===== config.mk =====
export PLATFORM = sky130hd
export DESIGN_NAME = mp5_phantom_map
export DESIGN_NICKNAME = d
export VERILOG_FILES = /design/src/rtl/mp5_phantom_map.sv
export SDC_FILE = /design/constraint.sdc
export NUM_CORES = 2
export LEC_CHECK = 0
export ABC_CLOCK_PERIOD_IN_PS = 10150
export BUFFER_PORTS_ARGS = -buffer_cell sky130_fd_sc_hd__buf_2
export CELL_PAD_IN_SITES_DETAIL_PLACEMENT = 1
export CELL_PAD_IN_SITES_GLOBAL_PLACEMENT = 2
export CORE_MARGIN = 1
export CORE_UTILIZATION = 25
export CTS_CLUSTER_DIAMETER = 50
export DETAILED_ROUTE_END_ITERATION = 16
export MAX_ROUTING_LAYER = met4
export PLACE_DENSITY_LB_ADDON = 0.1
export SETUP_SLACK_MARGIN = 0.4
export SLEW_MARGIN = 15
export SYNTH_ARGS = -nofsm -noshare
export SYNTH_HDL_FRONTEND = slang
export SYNTH_SLANG_ARGS = --single-unit

===== constraint.sdc =====
create_clock -name clk -period 10.15 [get_ports clk]
set_input_delay 3.045 -clock clk [delete_from_list [all_inputs] [get_ports clk]]
set_output_delay 3.045 -clock clk [all_outputs]
set_load 0.02 [all_outputs]

===== src/rtl/mp5_phantom_map.sv =====
// Phantom address map for one mp5 stage. It remembers where each phantom packet was pushed
// and turns the matching real packet into an in-place insert command one cycle later.
package mp5_pkg;
    typedef struct packed {
        logic [15:0] id;
        logic [3:0]  pipeline;
        logic [43:0] payload;
    } Packet;
endpackage

module mp5_phantom_map
    import mp5_pkg::*;
#(
    parameter int NUM_PIPELINES = 2,
    parameter int FIFO_SIZE     = 8,
    parameter int MAP_ENTRIES   = 16,
    parameter int TIMEOUT       = 1024,
    localparam int FW = (NUM_PIPELINES > 1) ? $clog2(NUM_PIPELINES) : 1,
    localparam int AW = (FIFO_SIZE > 1) ? $clog2(FIFO_SIZE) : 1,
    localparam int CW = $clog2(MAP_ENTRIES) + 1
) (
    input  logic          clk,
    input  logic          rst,
    input  logic          rec_valid,
    input  logic [15:0]   rec_id,
    input  logic [FW-1:0] rec_fifo_id,
    input  logic [AW-1:0] rec_addr,
    input  logic          lkp_valid,
    input  Packet         lkp_pkt,
    input  logic          flush,
    output logic          insert_out,
    output logic [FW-1:0] fifo_id_out,
    output logic [AW-1:0] addr_out,
    output Packet         pkt_out,
    output logic          miss_out,
    output logic          drop_out,
    output logic          expire_out,
    output logic [15:0]   expire_id,
    output logic [CW-1:0] count_out
);

    typedef struct packed {
        logic          valid;
        logic [15:0]   id;
        logic [FW-1:0] fifo_id;
        logic [AW-1:0] addr;
        logic [15:0]   age;
    } entry_t;

    localparam logic [15:0] AGE_LAST = 16'(TIMEOUT - 1);

    entry_t [MAP_ENTRIES-1:0] tbl_q, tbl_d;
    logic          insert_q, insert_d;
    logic [FW-1:0] fifo_id_q, fifo_id_d;
    logic [AW-1:0] addr_q, addr_d;
    Packet         pkt_q, pkt_d;
    logic          miss_q, miss_d;
    logic          drop_q, drop_d;
    logic          expire_q, expire_d;
    logic [15:0]   expire_id_q, expire_id_d;
    logic [CW-1:0] count_q, count_d;

    logic [MAP_ENTRIES-1:0] hit_vec, dup_vec, alloc_vec, exp_vec;
    logic hit_any, dup_any, alloc_any, rec_go;

    always_comb begin
        hit_vec     = '0;
        dup_vec     = '0;
        alloc_vec   = '0;
        exp_vec     = '0;
        hit_any     = 1'b0;
        dup_any     = 1'b0;
        alloc_any   = 1'b0;
        fifo_id_d   = '0;
        addr_d      = '0;
        expire_d    = 1'b0;
        expire_id_d = '0;
        count_d     = '0;
        tbl_d       = tbl_q;
        rec_go      = rec_valid && !flush;

        // Lookup always sees the table as it stood at the start of the cycle.
        for (int i = 0; i < MAP_ENTRIES; i++) begin
            if (lkp_valid && !hit_any && tbl_q[i].valid && tbl_q[i].id == lkp_pkt.id &&
                32'(tbl_q[i].fifo_id) == 32'(lkp_pkt.pipeline)) begin
                hit_any    = 1'b1;
                hit_vec[i] = 1'b1;
                fifo_id_d  = tbl_q[i].fifo_id;
                addr_d     = tbl_q[i].addr;
            end
        end

        // An entry being consumed by this cycle's hit cannot absorb a duplicate record.
        for (int i = 0; i < MAP_ENTRIES; i++) begin
            if (rec_go && !dup_any && tbl_q[i].valid && !hit_vec[i] &&
                tbl_q[i].id == rec_id && tbl_q[i].fifo_id == rec_fifo_id) begin
                dup_any    = 1'b1;
                dup_vec[i] = 1'b1;
            end
        end

        for (int i = 0; i < MAP_ENTRIES; i++) begin
            if (rec_go && !dup_any && !alloc_any && !tbl_q[i].valid) begin
                alloc_any    = 1'b1;
                alloc_vec[i] = 1'b1;
            end
        end

        // A refresh by a duplicate record rescues an entry on its last cycle.
        for (int i = 0; i < MAP_ENTRIES; i++) begin
            if (tbl_q[i].valid && tbl_q[i].age == AGE_LAST && !hit_vec[i] && !dup_vec[i]) begin
                exp_vec[i] = 1'b1;
                if (!expire_d) begin
                    expire_d    = 1'b1;
                    expire_id_d = tbl_q[i].id;
                end
            end
        end

        for (int i = 0; i < MAP_ENTRIES; i++) begin
            if (flush || hit_vec[i] || exp_vec[i]) begin
                tbl_d[i] = '0;
            end else if (dup_vec[i]) begin
                tbl_d[i].addr = rec_addr;
                tbl_d[i].age  = '0;
            end else if (alloc_vec[i]) begin
                tbl_d[i] = '{valid: 1'b1, id: rec_id, fifo_id: rec_fifo_id,
                             addr: rec_addr, age: 16'd0};
            end else if (tbl_q[i].valid) begin
                tbl_d[i].age = tbl_q[i].age + 16'd1;
            end
        end

        for (int i = 0; i < MAP_ENTRIES; i++) begin
            count_d = count_d + CW'(tbl_d[i].valid);
        end

        insert_d = hit_any;
        miss_d   = lkp_valid && !hit_any;
        pkt_d    = lkp_valid ? lkp_pkt : '0;
        drop_d   = rec_go && !dup_any && !alloc_any;
    end

    always_ff @(posedge clk or negedge rst) begin
        if (!rst) begin
            tbl_q       <= '0;
            insert_q    <= 1'b0;
            fifo_id_q   <= '0;
            addr_q      <= '0;
            pkt_q       <= '0;
            miss_q      <= 1'b0;
            drop_q      <= 1'b0;
            expire_q    <= 1'b0;
            expire_id_q <= '0;
            count_q     <= '0;
        end else begin
            tbl_q       <= tbl_d;
            insert_q    <= insert_d;
            fifo_id_q   <= fifo_id_d;
            addr_q      <= addr_d;
            pkt_q       <= pkt_d;
            miss_q      <= miss_d;
            drop_q      <= drop_d;
            expire_q    <= expire_d;
            expire_id_q <= expire_id_d;
            count_q     <= count_d;
        end
    end

    assign insert_out  = insert_q;
    assign fifo_id_out = fifo_id_q;
    assign addr_out    = addr_q;
    assign pkt_out     = pkt_q;
    assign miss_out    = miss_q;
    assign drop_out    = drop_q;
    assign expire_out  = expire_q;
    assign expire_id   = expire_id_q;
    assign count_out   = count_q;

endmodule


==> impl_metrics.tcl <==
set metrics [dict create \
    holdWs_ns 0.481 \
    cts_sinks 685 \
    post-route-period-util 0.921 \
    grt_setup_unrepaired "false" \
    criticalPathCategory "input pin to flip-flop" \
    synth_edf_count 0 \
    maxSlewHeadroom 0.174 \
    routed_wl_um 202000 \
    yosysWarnings 0 \
    worstPathMaxFanout 10 \
    cap_violations 0 \
    ant_nets 0 \
    vias 36463 \
    viasPerCell 5.15 \
    critPathRequiredTime_ns 10.87 \
    worst_setup_path_start_kind "input pin" \
    grt_start_max_net_pins 147 \
    gr-usage-met1 0.362 \
    async_flop_share 1.00 \
    pin_count 182 \
    swShare 0.278 \
    synthFlopType "dfrtp_1" \
    numCtsBuffers 134 \
    fin_nets 4923 \
    worst_pin_slew_ns 1.24 \
    die-area_um2 165000 \
    cts_tree "built" \
    clkLatencyLatePin_ns 0.79 \
    synth.cell_area_um2 40800 \
    clock_tree.root_cell "clkbuf_16" \
    p_leak_nw 21.1 \
    drtIter0Drc 3033 \
    finalMaxSlewViolations 0 \
    powerDensity_nw_per_um2 160 \
    met2_usage 0.369 \
    post-dp-hpwl_um 150000 \
    p_comb_frac 0.078 \
    avgSynthCellArea_um2 8.99 \
    finalHoldViolCount 0 \
    post_cts_buffers 0 \
    num_rows 147 \
    busiest_layer "met2" \
    synth_cells 4543 \
    htree_levels 4 \
    start_util 0.253 \
    grt_overflow 0 \
    p_sw_mw 2.22 \
    track_usage 0.252 \
    drt_first_pass_iters 5 \
    pre_cts_ws_ns -0.290 \
    coreArea_um2 161000 \
    cts.clk_slew.worst_paths_ns 0.05 \
    p_int_mw 5.77 \
    wl_per_cell_um 28.6 \
    ir_drop_uv 180 \
    syn-num-nets 4663 \
    antenna_found_initial 10 \
    clockBufferDepth 3 \
    drc 0 \
    grt_pass1_wl_um 288000 \
    yosysSeqAreaShare 0.420 \
    die_y_um 406 \
    power_frac_seq 0.351 \
    setup_violations 0 \
    cp-end-kind "flip-flop" \
    grtUsageMet3 0.0344 \
    fmax_mhz 107 \
    gp_congestion 0.943 \
    cp.arrival_ns 10.07 \
    synth_seq_cells 685 \
    drive_gt1_frac 0.149 \
    syn_to_final_growth_pct 22.6 \
    synth_cell_type_count 94 \
    grt_pass1_vias 37433 \
    clkPwrFrac 0.571 \
    status "completed" \
    layout_setup_ws_ns 0.799 \
    fin_crit_ns 9.35 \
    fp.dieW_um 406 \
    portBuffers 181 \
    hold_class "flip-flop to flip-flop" \
    fin_skew_ns 0.0358 \
]
==> cell usage in the layout (no fill, tap or decap), types with 105 or more instances in the layout <==
master and n:
o21ai_0 260, nor4_1 128, buf_4 202, nand2_1 478, xor2_1 423, dfrtp_1 685
buf_2 180, nand3_1 273, nor2_1 455, inv_1 105, nand4_1 177, clkbuf_16 135
xnor2_1 366
==> worst max-delay path: stages <==
cell	delay [ns]
buf_2	0.46
xor2_1	0.28
nor4_1	0.10
nand2_1	0.08
nor4_1	0.09
buf_4	0.16
or4b_1	0.65
nor4_1	0.53
buf_4	0.21
a21oi_1	0.09
a41oi_2	0.39
nand3_2	0.13
or3_1	0.49
nor3_1	0.22
o21a_1	0.18
fa_1	0.42
inv_1	0.08
fa_1	0.46
fa_1	0.52
inv_1	0.05
fa_1	0.48
ha_1	0.17
inv_1	0.07
fa_1	0.45
nor2b_1	0.13
o21a_1	0.11
==> cell type report <==
type | count | area, um2
flip-flops and latches | 685 | 17100
multi-input cells | 3471 | 22300
diodes | 5 | 12.5
clock buffers | 161 | 3620
well taps | 2160 | 2700
inverters | 107 | 402
fillers | 18504 | 111000
repair buffers | 404 | 2850
clock inverters | 85 | 1020
==> cells by family after synthesis <==
| family | synth area share |
|---|---|
| and+or+nand+nor | 0.246 |
| xor gates and xnor gates | 0.169 |
| DFF | 0.420 |
| AOI/OAI and AO/OA | 0.0951 |
| buffers and inverters | 0.0384 |
| muxes | 0.0198 |
| adders and majority gates | 0.0113 |
==> final timing paths <==
| path | from | to | slack [ns] | cells after the start |
|---|---|---|---|---|
| min in group asynchronous | rst | pkt_out[23] | 2.21 | 1 |
| setup / recovery | lkp_pkt[59] | count_out[4] | 0.80 | 26 |
| hold / removal | tbl_q[572] | addr_out[1] | 0.48 | 2 |
| setup reg to reg | tbl_q[167] | count_out[4] | 2.95 | 24 |
| hold reg to reg | tbl_q[572] | addr_out[1] | 0.48 | 2 |
| max in group asynchronous | rst | expire_id[1] | 5.99 | 3 |
==> per-stage QoR <==
| step | instances | setup TNS, ns | utilization | cell area (um2) | power [mW] |
|---|---|---|---|---|---|
| 2_1_floorplan | 4543 | 0 | - | 40800 | 3.14 |
| 3_3_place_gp | 6827 | -0.910 | 0.281 | 45400 | 3.48 |
| 3_5_place_dp | 6827 | -0.865 | 0.281 | 45400 | 3.48 |
| 4_1_cts | 7073 | 0 | 0.310 | 50000 | 8.14 |
| 5_1_grt | 7074 | 0 | 0.310 | 50000 | 8.29 |
| 6_report | 7078 | 0 | 0.310 | 50000 | 7.99 |
==> per-layer routing <==
layer  routed length (um)  vias to the layer above
met5                    0                        -
met4                 4890                        0
met3                 9450                      274
met2                87800                      946
met1               100000                    18861
li1                     -                    16382
==> registers in the layout, summed over array words and instances (netlist names) <==
register / cells
fifo_id_out: 1
miss_out: 1
tbl_q: 592
expire_out: 1
pkt_out: 64
expire_id: 16
drop_out: 1
count_out: 5
addr_out: 3
insert_out: 1
==> Yosys cell counts (all sizes together) (11+ instances only) <==
library cell,count,area share
nand4,178,0.028
nor2b,24,0.0037
ha,21,0.0064
nor2,456,0.042
nor4b,28,0.0071
nor3b,11,0.0023
and2,73,0.011
dfrtp,685,0.42
and3,74,0.011
o21a,27,0.0050
nand4b,18,0.0039
a221oi,25,0.0055
o22a,11,0.0024
and4,22,0.0047
nand3,274,0.034
a22o,15,0.0032
clkbuf,197,0.018
mux2i,75,0.018
nand2,478,0.044
a31oi,16,0.0025
xor2,423,0.091
o221ai,11,0.0024
or2,21,0.0032
buf,83,0.010
or4,31,0.0057
o22ai,23,0.0035
nor3,87,0.011
a21oi,42,0.0051
a21o,15,0.0028
nand2b,13,0.0020
a22oi,16,0.0029
nor4,137,0.022
xnor2,366,0.079
inv,106,0.0097
or3,27,0.0041
o21ai,262,0.032
o31ai,35,0.0069
==> power by group through the flow <==
stage,combinational [mW],clock [mW],sequential (mW)
6_report,0.623,4.56,2.81
5_1_grt,0.665,4.82,2.80
3_5_place_dp,0.629,0,2.85
3_3_place_gp,0.632,0,2.85
4_1_cts,0.630,4.71,2.80
2_1_floorplan,0.290,0,2.85
==> repair_timing <==
action / in CTS / in global routing
setup endpoints to repair: 0 / 2
resized for setup: 0 / 1
hold buffers: 0 / 0
(Power assumes the default switching activity.)
